**src/rtl/hazard_sched_if.sv**
```systemverilog
// hazard_sched pipeline-facing bundle: hazard inputs from ID/EX/MEM
// and the stall/flush enables driven back to the pipeline registers.
interface hazard_sched_if;
  logic [4:0]  rs1_addr_ID;
  logic [4:0]  rs2_addr_ID;
  logic [4:0]  rd_addr_EX;
  logic        mem_rd_EX;
  logic        pc_sel_EX;
  logic        md_start_EX;
  logic        dmem_req_MEM;
  logic        dmem_ack;
  logic        stall_pc;
  logic        stall_IF;
  logic        stall_ID;
  logic        stall_EX;
  logic        stall_MEM;
  logic        flush_IF;
  logic        flush_ID;
  logic        flush_EX;
  logic        flush_MEM;
  logic        md_fire;
  logic        md_busy;
  logic [31:0] stall_cycles;

  modport master (
    output rs1_addr_ID, rs2_addr_ID, rd_addr_EX,
    output mem_rd_EX, pc_sel_EX, md_start_EX,
    output dmem_req_MEM, dmem_ack,
    input  stall_pc, stall_IF, stall_ID,
    input  stall_EX, stall_MEM,
    input  flush_IF, flush_ID, flush_EX, flush_MEM,
    input  md_fire, md_busy, stall_cycles
  );

  modport slave (
    input  rs1_addr_ID, rs2_addr_ID, rd_addr_EX,
    input  mem_rd_EX, pc_sel_EX, md_start_EX,
    input  dmem_req_MEM, dmem_ack,
    output stall_pc, stall_IF, stall_ID,
    output stall_EX, stall_MEM,
    output flush_IF, flush_ID, flush_EX, flush_MEM,
    output md_fire, md_busy, stall_cycles
  );
endinterface

```
**src/rtl/hazard_sched.sv**
```systemverilog
// Hazard scheduler: load-use, branch flush and multi-cycle stalls
// (mul/div latency, data-memory wait) for the 5-stage pipeline.
module hazard_sched #(
  parameter  int MD_LAT = 8,
  localparam int CNT_W  = $clog2(MD_LAT)
) (
  input  logic          clk,
  input  logic          reset,
  hazard_sched_if.slave hz
);
  typedef enum logic [1:0] {
    RUN      = 2'd0,
    MD_WAIT  = 2'd1,
    MEM_WAIT = 2'd2
  } state_t;

  state_t           r_state;
  state_t           w_next;
  logic [CNT_W-1:0] r_cnt;
  logic [CNT_W-1:0] w_cnt_nxt;
  logic [31:0]      r_stall_cycles;

  logic w_lu, w_hold, w_cnt_zero;
  logic w_br_fif, w_br_fid, w_br_stall;
  logic w_spc, w_sif, w_sid, w_sex, w_smem;
  logic w_fif, w_fid, w_fex, w_fmem;
  logic w_fire, w_busy;

  assign w_lu = hz.mem_rd_EX
             && (hz.rd_addr_EX != 5'd0)
             && ((hz.rs1_addr_ID == hz.rd_addr_EX)
              || (hz.rs2_addr_ID == hz.rd_addr_EX));

  assign w_hold     = hz.dmem_req_MEM && !hz.dmem_ack;
  assign w_cnt_zero = (r_cnt == '0);

  // Redirect decision shared by RUN and both wait-exit cycles
  assign w_br_fif   = hz.pc_sel_EX;
  assign w_br_fid   = hz.pc_sel_EX || w_lu;
  assign w_br_stall = !hz.pc_sel_EX && w_lu;

  always_comb begin
    w_next    = r_state;
    w_cnt_nxt = r_cnt;
    w_spc  = 1'b0;
    w_sif  = 1'b0;
    w_sid  = 1'b0;
    w_sex  = 1'b0;
    w_smem = 1'b0;
    w_fif  = 1'b0;
    w_fid  = 1'b0;
    w_fex  = 1'b0;
    w_fmem = 1'b0;
    w_fire = 1'b0;
    w_busy = 1'b0;
    unique case (r_state)
      RUN: begin
        if (w_hold) begin
          {w_spc, w_sif, w_sid, w_sex, w_smem} = '1;
          w_fmem = 1'b1;
          w_next = MEM_WAIT;
        end else if (hz.md_start_EX) begin
          {w_spc, w_sif, w_sid, w_sex} = '1;
          w_fex     = 1'b1;
          w_cnt_nxt = CNT_W'(MD_LAT - 2);
          w_next    = MD_WAIT;
        end else begin
          w_fif = w_br_fif;
          w_fid = w_br_fid;
          w_spc = w_br_stall;
          w_sif = w_br_stall;
        end
      end
      MEM_WAIT: begin
        if (!hz.dmem_ack) begin
          {w_spc, w_sif, w_sid, w_sex, w_smem} = '1;
          w_fmem = 1'b1;
        end else begin
          w_fif  = w_br_fif;
          w_fid  = w_br_fid;
          w_spc  = w_br_stall;
          w_sif  = w_br_stall;
          w_next = RUN;
        end
      end
      MD_WAIT: begin
        if (!w_cnt_zero) begin
          {w_spc, w_sif, w_sid, w_sex} = '1;
          w_fex     = 1'b1;
          w_busy    = 1'b1;
          w_cnt_nxt = r_cnt - 1'b1;
        end else begin
          w_fire = 1'b1;
          w_fif  = w_br_fif;
          w_fid  = w_br_fid;
          w_spc  = w_br_stall;
          w_sif  = w_br_stall;
          w_next = RUN;
        end
      end
      default: w_next = RUN;
    endcase
  end

  // Outputs are gated so nothing leaks out while reset is asserted
  assign hz.stall_pc     = w_spc  && !reset;
  assign hz.stall_IF     = w_sif  && !reset;
  assign hz.stall_ID     = w_sid  && !reset;
  assign hz.stall_EX     = w_sex  && !reset;
  assign hz.stall_MEM    = w_smem && !reset;
  assign hz.flush_IF     = w_fif  && !reset;
  assign hz.flush_ID     = w_fid  && !reset;
  assign hz.flush_EX     = w_fex  && !reset;
  assign hz.flush_MEM    = w_fmem && !reset;
  assign hz.md_fire      = w_fire && !reset;
  assign hz.md_busy      = w_busy && !reset;
  assign hz.stall_cycles = r_stall_cycles;

  always_ff @(posedge clk or posedge reset) begin
    if (reset) begin
      r_state        <= RUN;
      r_cnt          <= '0;
      r_stall_cycles <= '0;
    end else begin
      r_state        <= w_next;
      r_cnt          <= w_cnt_nxt;
      r_stall_cycles <= r_stall_cycles + 32'(w_spc);
    end
  end
endmodule
```
**src/flat_wrapper.sv**
```systemverilog
// flat-port wrapper written by rule: the top's interface ports become plain ports
module hazard_sched_flat 
#(
  parameter  int MD_LAT = 8,
  localparam int CNT_W  = $clog2(MD_LAT)
)
  (clk, reset, hz_rs1_addr_ID, hz_rs2_addr_ID, hz_rd_addr_EX, hz_mem_rd_EX, hz_pc_sel_EX, hz_md_start_EX, hz_dmem_req_MEM, hz_dmem_ack, hz_stall_pc, hz_stall_IF, hz_stall_ID, hz_stall_EX, hz_stall_MEM, hz_flush_IF, hz_flush_ID, hz_flush_EX, hz_flush_MEM, hz_md_fire, hz_md_busy, hz_stall_cycles);
  hazard_sched_if hz_i ();
  input  logic clk;
  input  logic reset;
  input wire logic [$bits(hz_i.rs1_addr_ID)-1:0] hz_rs1_addr_ID;
  input wire logic [$bits(hz_i.rs2_addr_ID)-1:0] hz_rs2_addr_ID;
  input wire logic [$bits(hz_i.rd_addr_EX)-1:0] hz_rd_addr_EX;
  input wire logic [$bits(hz_i.mem_rd_EX)-1:0] hz_mem_rd_EX;
  input wire logic [$bits(hz_i.pc_sel_EX)-1:0] hz_pc_sel_EX;
  input wire logic [$bits(hz_i.md_start_EX)-1:0] hz_md_start_EX;
  input wire logic [$bits(hz_i.dmem_req_MEM)-1:0] hz_dmem_req_MEM;
  input wire logic [$bits(hz_i.dmem_ack)-1:0] hz_dmem_ack;
  output wire logic [$bits(hz_i.stall_pc)-1:0] hz_stall_pc;
  output wire logic [$bits(hz_i.stall_IF)-1:0] hz_stall_IF;
  output wire logic [$bits(hz_i.stall_ID)-1:0] hz_stall_ID;
  output wire logic [$bits(hz_i.stall_EX)-1:0] hz_stall_EX;
  output wire logic [$bits(hz_i.stall_MEM)-1:0] hz_stall_MEM;
  output wire logic [$bits(hz_i.flush_IF)-1:0] hz_flush_IF;
  output wire logic [$bits(hz_i.flush_ID)-1:0] hz_flush_ID;
  output wire logic [$bits(hz_i.flush_EX)-1:0] hz_flush_EX;
  output wire logic [$bits(hz_i.flush_MEM)-1:0] hz_flush_MEM;
  output wire logic [$bits(hz_i.md_fire)-1:0] hz_md_fire;
  output wire logic [$bits(hz_i.md_busy)-1:0] hz_md_busy;
  output wire logic [$bits(hz_i.stall_cycles)-1:0] hz_stall_cycles;
  assign hz_i.rs1_addr_ID = hz_rs1_addr_ID;
  assign hz_i.rs2_addr_ID = hz_rs2_addr_ID;
  assign hz_i.rd_addr_EX = hz_rd_addr_EX;
  assign hz_i.mem_rd_EX = hz_mem_rd_EX;
  assign hz_i.pc_sel_EX = hz_pc_sel_EX;
  assign hz_i.md_start_EX = hz_md_start_EX;
  assign hz_i.dmem_req_MEM = hz_dmem_req_MEM;
  assign hz_i.dmem_ack = hz_dmem_ack;
  assign hz_stall_pc = hz_i.stall_pc;
  assign hz_stall_IF = hz_i.stall_IF;
  assign hz_stall_ID = hz_i.stall_ID;
  assign hz_stall_EX = hz_i.stall_EX;
  assign hz_stall_MEM = hz_i.stall_MEM;
  assign hz_flush_IF = hz_i.flush_IF;
  assign hz_flush_ID = hz_i.flush_ID;
  assign hz_flush_EX = hz_i.flush_EX;
  assign hz_flush_MEM = hz_i.flush_MEM;
  assign hz_md_fire = hz_i.md_fire;
  assign hz_md_busy = hz_i.md_busy;
  assign hz_stall_cycles = hz_i.stall_cycles;
  hazard_sched #(.MD_LAT(MD_LAT)) u_core (.clk(clk), .reset(reset), .hz(hz_i));
endmodule
```
**config.mk**
```make
export PLATFORM = sky130hd
export DESIGN_NAME = hazard_sched_flat
export DESIGN_NICKNAME = d
export VERILOG_FILES = /design/src/rtl/hazard_sched_if.sv /design/src/rtl/hazard_sched.sv /design/src/flat_wrapper.sv
export SDC_FILE = /design/constraint.sdc
export NUM_CORES = 1
export LEC_CHECK = 0
export ABC_AREA = 0
export BUFFER_PORTS_ARGS = -buffer_cell sky130_fd_sc_hd__buf_2
export CORE_UTILIZATION = 40
export CTS_CLUSTER_SIZE = 12
export DETAILED_ROUTE_END_ITERATION = 8
export PLACE_DENSITY = 0.75
export SLEW_MARGIN = 20
export SYNTH_ARGS = -nofsm -noshare
export SYNTH_HDL_FRONTEND = slang
export SYNTH_SLANG_ARGS = --single-unit
```
**constraint.sdc**
```tcl
create_clock -name clk -period 6.7 [get_ports clk]
set_input_delay 1.34 -clock clk [delete_from_list [all_inputs] [get_ports clk]]
set_output_delay 1.34 -clock clk [all_outputs]
set_load 0.01 [all_outputs]
```
After elaboration in Yosys (flattened, before gate mapping) --
Index checks and enable logic that the tools add are counted.
Cells by class: bitwise operators 0, mux-type cells 36, add/sub/neg operators 2, equality and inequality tests 10, reduce and logical (&&, ||, !) cells 23, multipliers 0, divide/modulo/power cells 0, shift operators 0, magnitude comparators 0
Operators by type and width (number):
- adder 32 x 1 -> 32 bit | 1
- 2-to-1 mux 1 bit | 21
- logical AND 1 bit | 12
- one-hot mux 1 bit (3 select lines) | 4
- equality test 5 bit | 2
- 2-to-1 mux 3 bit | 3
- 2-to-1 mux 2 bit | 4
- inequality test 2 bit (second input constant) | 4
- one-hot mux 2 bit (3 select lines) | 1
- one-hot mux 3 bit (2 select lines) | 1
- nonzero test 5 bit | 1
- one-hot mux 1 bit (2 select lines) | 2
- AND reduction 4 bit | 1
- zero test 1 bit | 3
- zero test 3 bit | 1
- inequality test 3 x 2 -> 1 bit (second input constant) | 1
- AND reduction 3 bit | 1
- subtractor 3 x 1 -> 3 bit (second input constant) | 1
- equality test 2 x 1 -> 1 bit (second input constant) | 1
- equality test 2 bit (second input constant) | 1
- zero test 2 bit | 1
- logical OR 1 bit | 2
- inequality test 2 x 1 -> 1 bit (second input constant) | 1
- nonzero test 2 bit | 1
Storage, ports and cells: register bits 37, memories 0, bits of input ports 22, logic and storage cells 74, bits in read-only memories 0, bits in latches 0, memory bits (writable) 0

Depth between registers and ports, before layout --
Gate-level depths: netlist of run 1.
depth after elaboration 8, mapped depth 14, depth with buffers taken out 12

Least setup slack after synthesis of run 1 --
Ideal clock, no wire load.
path type input to output, from in reset, to out hz_md_busy, data arrival time 2.529 ns, path buffers 0, path slack 2.831 ns, required time 5.360 ns, stages 3, cell sequence inv_1 -> nand2_1 -> a21oi_1
Between the ends: longest elaborated chain between the ends 2
Ends and longest elaborated chain:
- start, declared | line flat_wrapper.sv:10 | input logic reset;
- zero test 1 bit | line hazard_sched.sv:116 | assign hz.md_busy = w_busy && !reset;
- logical AND 1 bit | line hazard_sched.sv:116
- end, declared | line flat_wrapper.sv:29 | output wire logic [$bits(hz_i.md_busy)-1:0] hz_md_busy;
No other way between the ends.

Final worst setup path of run 1 --
from in hz_rd_addr_EX[0], to out hz_stall_pc
Between the ends: longest elaborated chain between the ends 8
Ends and longest elaborated chain:
- start, declared | line flat_wrapper.sv:13 | input wire logic [$bits(hz_i.rd_addr_EX)-1:0] hz_rd_addr_EX;
- equality test 5 bit, or another cell as far along | line hazard_sched.sv:31 | && ((hz.rs1_addr_ID == hz.rd_addr_EX)
- logical OR 1 bit / logical AND 1 bit (equally long branches) | line hazard_sched.sv:32, hazard_sched.sv:30
- logical AND 1 bit * | line hazard_sched.sv:31
- logical AND 1 bit * | line hazard_sched.sv:40 | assign w_br_stall = !hz.pc_sel_EX && w_lu;
- 2-to-1 mux 1 bit | line hazard_sched.sv:62 | end else if (hz.md_start_EX) begin
- 2-to-1 mux 1 bit | line hazard_sched.sv:58 | if (w_hold) begin
- one-hot mux 1 bit (3 select lines) * | line hazard_sched.sv:56 | unique case (r_state)
- logical AND 1 bit * | line hazard_sched.sv:106 | assign hz.stall_pc = w_spc && !reset;
- end, declared | line flat_wrapper.sv:19 | output wire logic [$bits(hz_i.stall_pc)-1:0] hz_stall_pc;
Mark *: on every way between the ends. The rest lies on a longest branch, timed or not.

==> metrics.cfg, run 1 <==
[grt]
first_global_vias=1695
antenna_found_initial=0
grt_max_degree=38
grt_usage_pct=17.18
grt_overflow=0
grt_pass1_wl_um=7445

[clock_network]
cts_resized=0
cts.path.max_buffers=2
cts-buffers-inserted=5
cts_hold_buffers=0
clock_sinks=37
cts-root-buf=clkbuf_8
postCtsSetupBuffers=0
path_clk_slew_ns=0.07
cts_tree=yes
clkLatencyLatePin_ns=0.29
htree_levels=2

[hold_path]
min_path_type=reg -> reg
min_path_cells=1

[job]
cap_violations=0

[sta]
tightest_slew_ns=0.7245
fmax_mhz=257.6
period_needed_ns=3.882
final-setup-viol-count=0
tns_ns=0
skew_ns=0.004885
hold_violations=0
period_share_pct=57.95
relSlewSlack_pct=51.70
slew_violations=0
rsz0062_at_grt=false

[logic_synthesis]
ys_ff_latch=37
synthesis.nets=249
synth_top_area_share_pct=42.70
seq_area_frac_synth_pct=42.70
syn_inst=219
synth_edf_count=0
synth_area_leaders=dfrtp_1, xor2_1, ha_1, nor3_1, xnor2_1
yosysWarnings=0
yosysTopAreaCell=dfrtp_1
syn_area_per_cell_um2=9.901
async_flop_share_pct=100.0
ys.flop_type=dfrtp_1
synth_area_um2=2168
yosysUniqueCellTypes=43

[setup_path]
reg2reg_depth=12
critPathMaxFanout=3
worstPathCellList=buf_2 > or4_1 > o21a_1 > nand3_1 > o32ai_1 > buf_2
required_ns=5.36
slowest_delay_ns=0.52
cp_data_arrival_time_ns=2.54
cp-end-kind=primary output
crit_top_cell=buf_2
crit_type=in -> out
critPathLaunchType=input port
slowest_stage=or4_1

[layout]
layout_common_cells=buf_2, dfrtp_1, xor2_1
final_common_cell=buf_2
drive_gt1_share_pct=28.62
num_antenna_cells=0
fin_cells=353
finalNetCount=312
fill_cells=469
area_growth_pct=21.52

[place]
hpwl_um=3374
dp_cells=345
gp_routability_congestion=0.8274
port_buffers=64

[drt]
drtPass1Iterations=4
drt-initial-drc-count=53
finalWirelength_um=4398
viasPerCell=4.958
vias=1750
wl_per_cell_um=12.46
route.detailed.drc=0
postRouteAntennaNets=0

[power]
peakVddDrop_mv=0.1842
p_leak_uw=0.001408
power_density_nw_per_um2=297.5

[floorplan]
die_h_um=75.63
io_pins=65
core_area_um2=5172
dieArea_um2=5719
start_util_pct=41.92
num_rows=26
die_w_um=75.63

[run_status]
outcome=finished, final reports clean

==> per-stage QoR <==
stage | setup slack [ns] | instance area, um2 | hold WS [ns] | power, uW | util, %
after floorplan | 2.831 | 2168 | 0.5039 | 502.2 | -
after global placement | 2.836 | 2519 | 0.4553 | 580.8 | 48.69
after detailed placement | 2.726 | 2519 | 0.4675 | 590.3 | 48.69
after CTS | 2.819 | 2635 | 0.4811 | 791.4 | 50.94
after global routing | 2.775 | 2635 | 0.4930 | 847.8 | 50.94
final | 2.818 | 2635 | 0.4735 | 783.9 | 50.94
==> power by group <==
part / switching (uW) / total [uW] / internal, uW / leakage, uW
clock: 77.4 / 199 / 121 / 0.0000585
combinational: 164 / 285 / 121 / 0.000886
sequential: 39.7 / 300 / 261 / 0.000463
==> logic make-up after synthesis <==
| kind of cell | after synthesis | share of synthesized area [%] |
|---|---|---|
| AO/OA/AOI/OAI | 25 | 7.560 |
| XOR/XNOR | 40 | 16.16 |
| adder cells (fa/ha/maj) | 8 | 4.616 |
| buffers and inverters | 25 | 5.770 |
| flip-flops | 37 | 42.70 |
| AND/OR/NAND/NOR | 84 | 23.20 |
==> state kept, by name (all words and copies together) (netlist names) <==
| signal | cells |
|---|---|
| u_core.hz.stall_cycles | 32 |
| u_core.r_cnt | 3 |
| u_core.r_state | 2 |
==> routing by layer <==
| metal | wire length (um) | track usage, % | up-vias |
|---|---|---|---|
| li1 | - | - | 873 |
| met1 | 1952 | 20.37 | 837 |
| met2 | 2155 | 30.36 | 36 |
| met3 | 244 | 5.291 | 4 |
| met4 | 46 | 4.321 | 0 |
| met5 | 0 | 0 | - |
==> Yosys cell counts, drive strengths merged (2+ instances only) <==
master	count
nor2b	2
dfrtp	37
or3	2
and4	3
a21oi	8
xor2	31
nor4	7
inv	16
ha	8
nand3	13
nor3	17
nand2b	3
nand2	15
buf	7
nand4	3
clkbuf	2
xnor2	9
nor2	12
nand3b	2
o21ai	5
or4	2
o22ai	2
==> final cells by class <==
class	instances	area (um2)	area share, %
Multi-Input combinational cell	157	1117	42.40
Tap cell	70	87.58	3.324
Timing Repair Buffer	65	327.8	12.44
Clock buffer	7	86.33	3.276
Sequential cell	37	925.9	35.14
Clock inverter	1	30.03	1.140
Inverter	16	60.06	2.279
==> final timing paths <==
path	startpoint	end	slack (ns)
hold reg to reg	u_core.hz.stall_cycles[31]	u_core.hz.stall_cycles[31]	0.47
setup / recovery	hz_rd_addr_EX[0]	hz_stall_pc	2.82
hold / removal	u_core.hz.stall_cycles[31]	u_core.hz.stall_cycles[31]	0.47
max in group asynchronous	reset	u_core.hz.stall_cycles[25]	5.15
min in group asynchronous	reset	u_core.r_cnt[2]	1.23
setup reg to reg	u_core.r_cnt[0]	u_core.hz.stall_cycles[30]	3.42
==> worst max-delay path: cells and delay by family <==
kind                   cells  cell delay, ns
and+or+nand+nor            2            0.60
AOI/OAI and AO/OA          2            0.31
buffers and inverters      2            0.29
(Power assumes the default switching activity.)
==> inputs of run 2 (changes only) <==
- ABC_AREA: 0 -> 1
- PLACE_DENSITY: 0.75 -> 0.74
- clock period: 6.7 -> 3.6 ns (I/O delays scaled with it)
==> run 2 against run 1 <==
Flip-flop and latch count unchanged; register-to-register slack worse by 2.6 ns; total power increased by 68%; critical path depth up 9; via count increased by 18%; non-clock buffer count up 1; sequential power rose by 85%; cell area increased by 7.0%; area after synthesis increased by 7.7%; worst setup slack got worse by 2.0 ns; largest power group unchanged; sequential share of layout area is 2.3 points lower.
==> metrics.cfg, run 2 <==
[floorplan]
io_pins=65
start_util_pct=41.91
core_area_um2=5574
num_rows=27
dieArea_um2=6150
die_w_um=78.42
die_h_um=78.42

[logic_synthesis]
yosysTopAreaCell=dfrtp_1
async_flop_share_pct=100.0
synthesis.nets=330
synth_top_area_share_pct=39.64
synth_edf_count=0
synth_commonest_cells=nand2_1, inv_1, dfrtp_1
syn_inst=300
yosysWarnings=0
yosysUniqueCellTypes=28
ys.flop_type=dfrtp_1
syn_area_per_cell_um2=7.787
synth_area_um2=2336
synth_area_leaders=dfrtp_1, nand2_1, inv_1, xor2_1, nor2_1
post-synth-top-count-cell=nand2_1
ys_ff_latch=37
seq_area_frac_synth_pct=39.64

[layout]
final_util_pct=50.57
area_growth_pct=20.67
fin_cells=443
num_antenna_cells=0
final_common_cell=nand2_1
fill_cells=537
seq_area_um2=925.9
largest_reg_flops=32
layout_common_cells=nand2_1, buf_2, inv_1
multi_input_area_um2=1222
drive_gt1_share_pct=24.80
finalNetCount=400

[clock_network]
cts.path.max_buffers=2
postCtsSetupBuffers=0
cts_hold_buffers=0
clkLatencyLatePin_ns=0.29
cts_tree=yes
cts_resized=0
cts-root-buf=clkbuf_8
clock_sinks=37
path_clk_slew_ns=0.07
htree_levels=2
cts-buffers-inserted=5

[setup_path]
critPathLaunchType=flop
worstPathCellList=inv_1 > ha_1 > nand2_1 > nand2_1 > a21oi_1 > a21oi_1 > ha_1 > ha_1 > nand3_2 > nor2_4 > nand2_4 > nor2_4 > nand2_2 > nor2_2 > xor2_1
rr_startpoint=u_core.r_state[1]
cp-end-kind=flop
crit_start=u_core.r_state[1]
slowest_stage=dfrtp_1
crit_top_cell=ha_1
required_ns=3.81
cp_data_arrival_time_ns=2.97
path_buf_inv=1
crit_type=reg -> reg
critPathMaxFanout=6
critPathTopFamily=simple AND/OR/NAND/NOR gates
slowest_delay_ns=0.43

[place]
post-place-ws_ns=0.6677
hpwl_um=4332
dp_cells=435
gp_routability_congestion=0.8998
port_buffers=64

[grt]
grt_max_degree=22
grt_usage_pct=18.47
antenna_found_initial=0
first_global_vias=1999
grt_pass1_wl_um=8859
grt_overflow=0

[sta]
period_share_pct=76.64
tns_ns=0
hold-worst-slack_ns=0.4753
fmax_mhz=362.4
relSlewSlack_pct=79.30
skew_ns=0.007896
slew_violations=0
period_needed_ns=2.759
final-setup-viol-count=0
setup_slack_ns=0.8410
rsz0062_at_grt=false
hold_violations=0
tightest_slew_ns=0.3082

[drt]
maxUsedRoutingLayer=met4
postRouteAntennaNets=0
finalWirelength_um=5210
wl_met2_um=2440
viasPerCell=4.670
drt-initial-drc-count=106
met1_length_um=2384
vias=2069
drtPass1Iterations=4
route.detailed.drc=0
met3_length_um=234
wl_per_cell_um=11.76

[power]
pwr-share-seq_pct=42.3
swShare_pct=38.51
power_density_nw_per_um2=465.9
p_leak_uw=0.001560
switching_power_uw=505.8
p_int_uw=807.5
p_clk_share_pct=20.7
combPwrFrac_pct=37.1
peakVddDrop_mv=0.2409

[run_status]
outcome=finished, final reports clean

[job]
cap_violations=0

[hold_path]
min_path_type=in -> async

[run 2: final timing paths]
| kind | end | slack (ns) | cells after the start |
|---|---|---|---|
| min | u_core.hz.stall_cycles[7] | 0.48 | 3 |
| max in group asynchronous | u_core.hz.stall_cycles[29] | 2.59 | 4 |
| min in group clk | u_core.hz.stall_cycles[29] | 0.48 | 1 |
| min reg2reg | u_core.hz.stall_cycles[29] | 0.48 | 1 |
| max | u_core.hz.stall_cycles[20] | 0.84 | 15 |
| max reg2reg | u_core.hz.stall_cycles[20] | 0.84 | 15 |
[run 2: area by class of cell]
cell class                 instances  share of cell area (%)
clock buffer                       8                   2.841
inverter                          44                   5.859
multi-input combinational        216                   43.36
sequential                        37                   32.85
tap                               72                   3.196
timing repair buffer              66                   11.90
[run 2: through the flow]
step	cell area, um2	total power [uW]
global placement	2739	1027
finish	2819	1313
floorplan	2336	889.7
detailed placement	2739	1049
global route	2819	1415
CTS	2819	1324
[run 2: logic make-up after synthesis]
kind of cell,after synthesis,share of synthesized area [%]
buf+inv,47,8.034
fa+ha+maj,8,4.285
compound gates,15,3.536
flops,37,39.64
xor+xnor,32,12.32
simple gates,161,32.19
[run 2: worst min-delay path, cell delays in order]
cell	delay, ns
buf_2	0.12
inv_1	0.05
buf_4	0.23
[run 2: per-layer routing]
metal | vias to the layer above | GRT usage (%)
met5 | - | 0
met4 | 0 | 7.778
met3 | 14 | 4.186
met2 | 47 | 31.75
met1 | 938 | 22.12
li1 | 1070 | -
[run 2: power groups by stage]
stage          Combinational (uW)  Sequential (uW)  Clock (uW)
2_1_floorplan                 325              565           0
3_3_place_gp                  469              558           0
3_5_place_dp                  488              561           0
4_1_cts                       489              555         280
5_1_grt                       545              566         304
6_report                      487              555         271
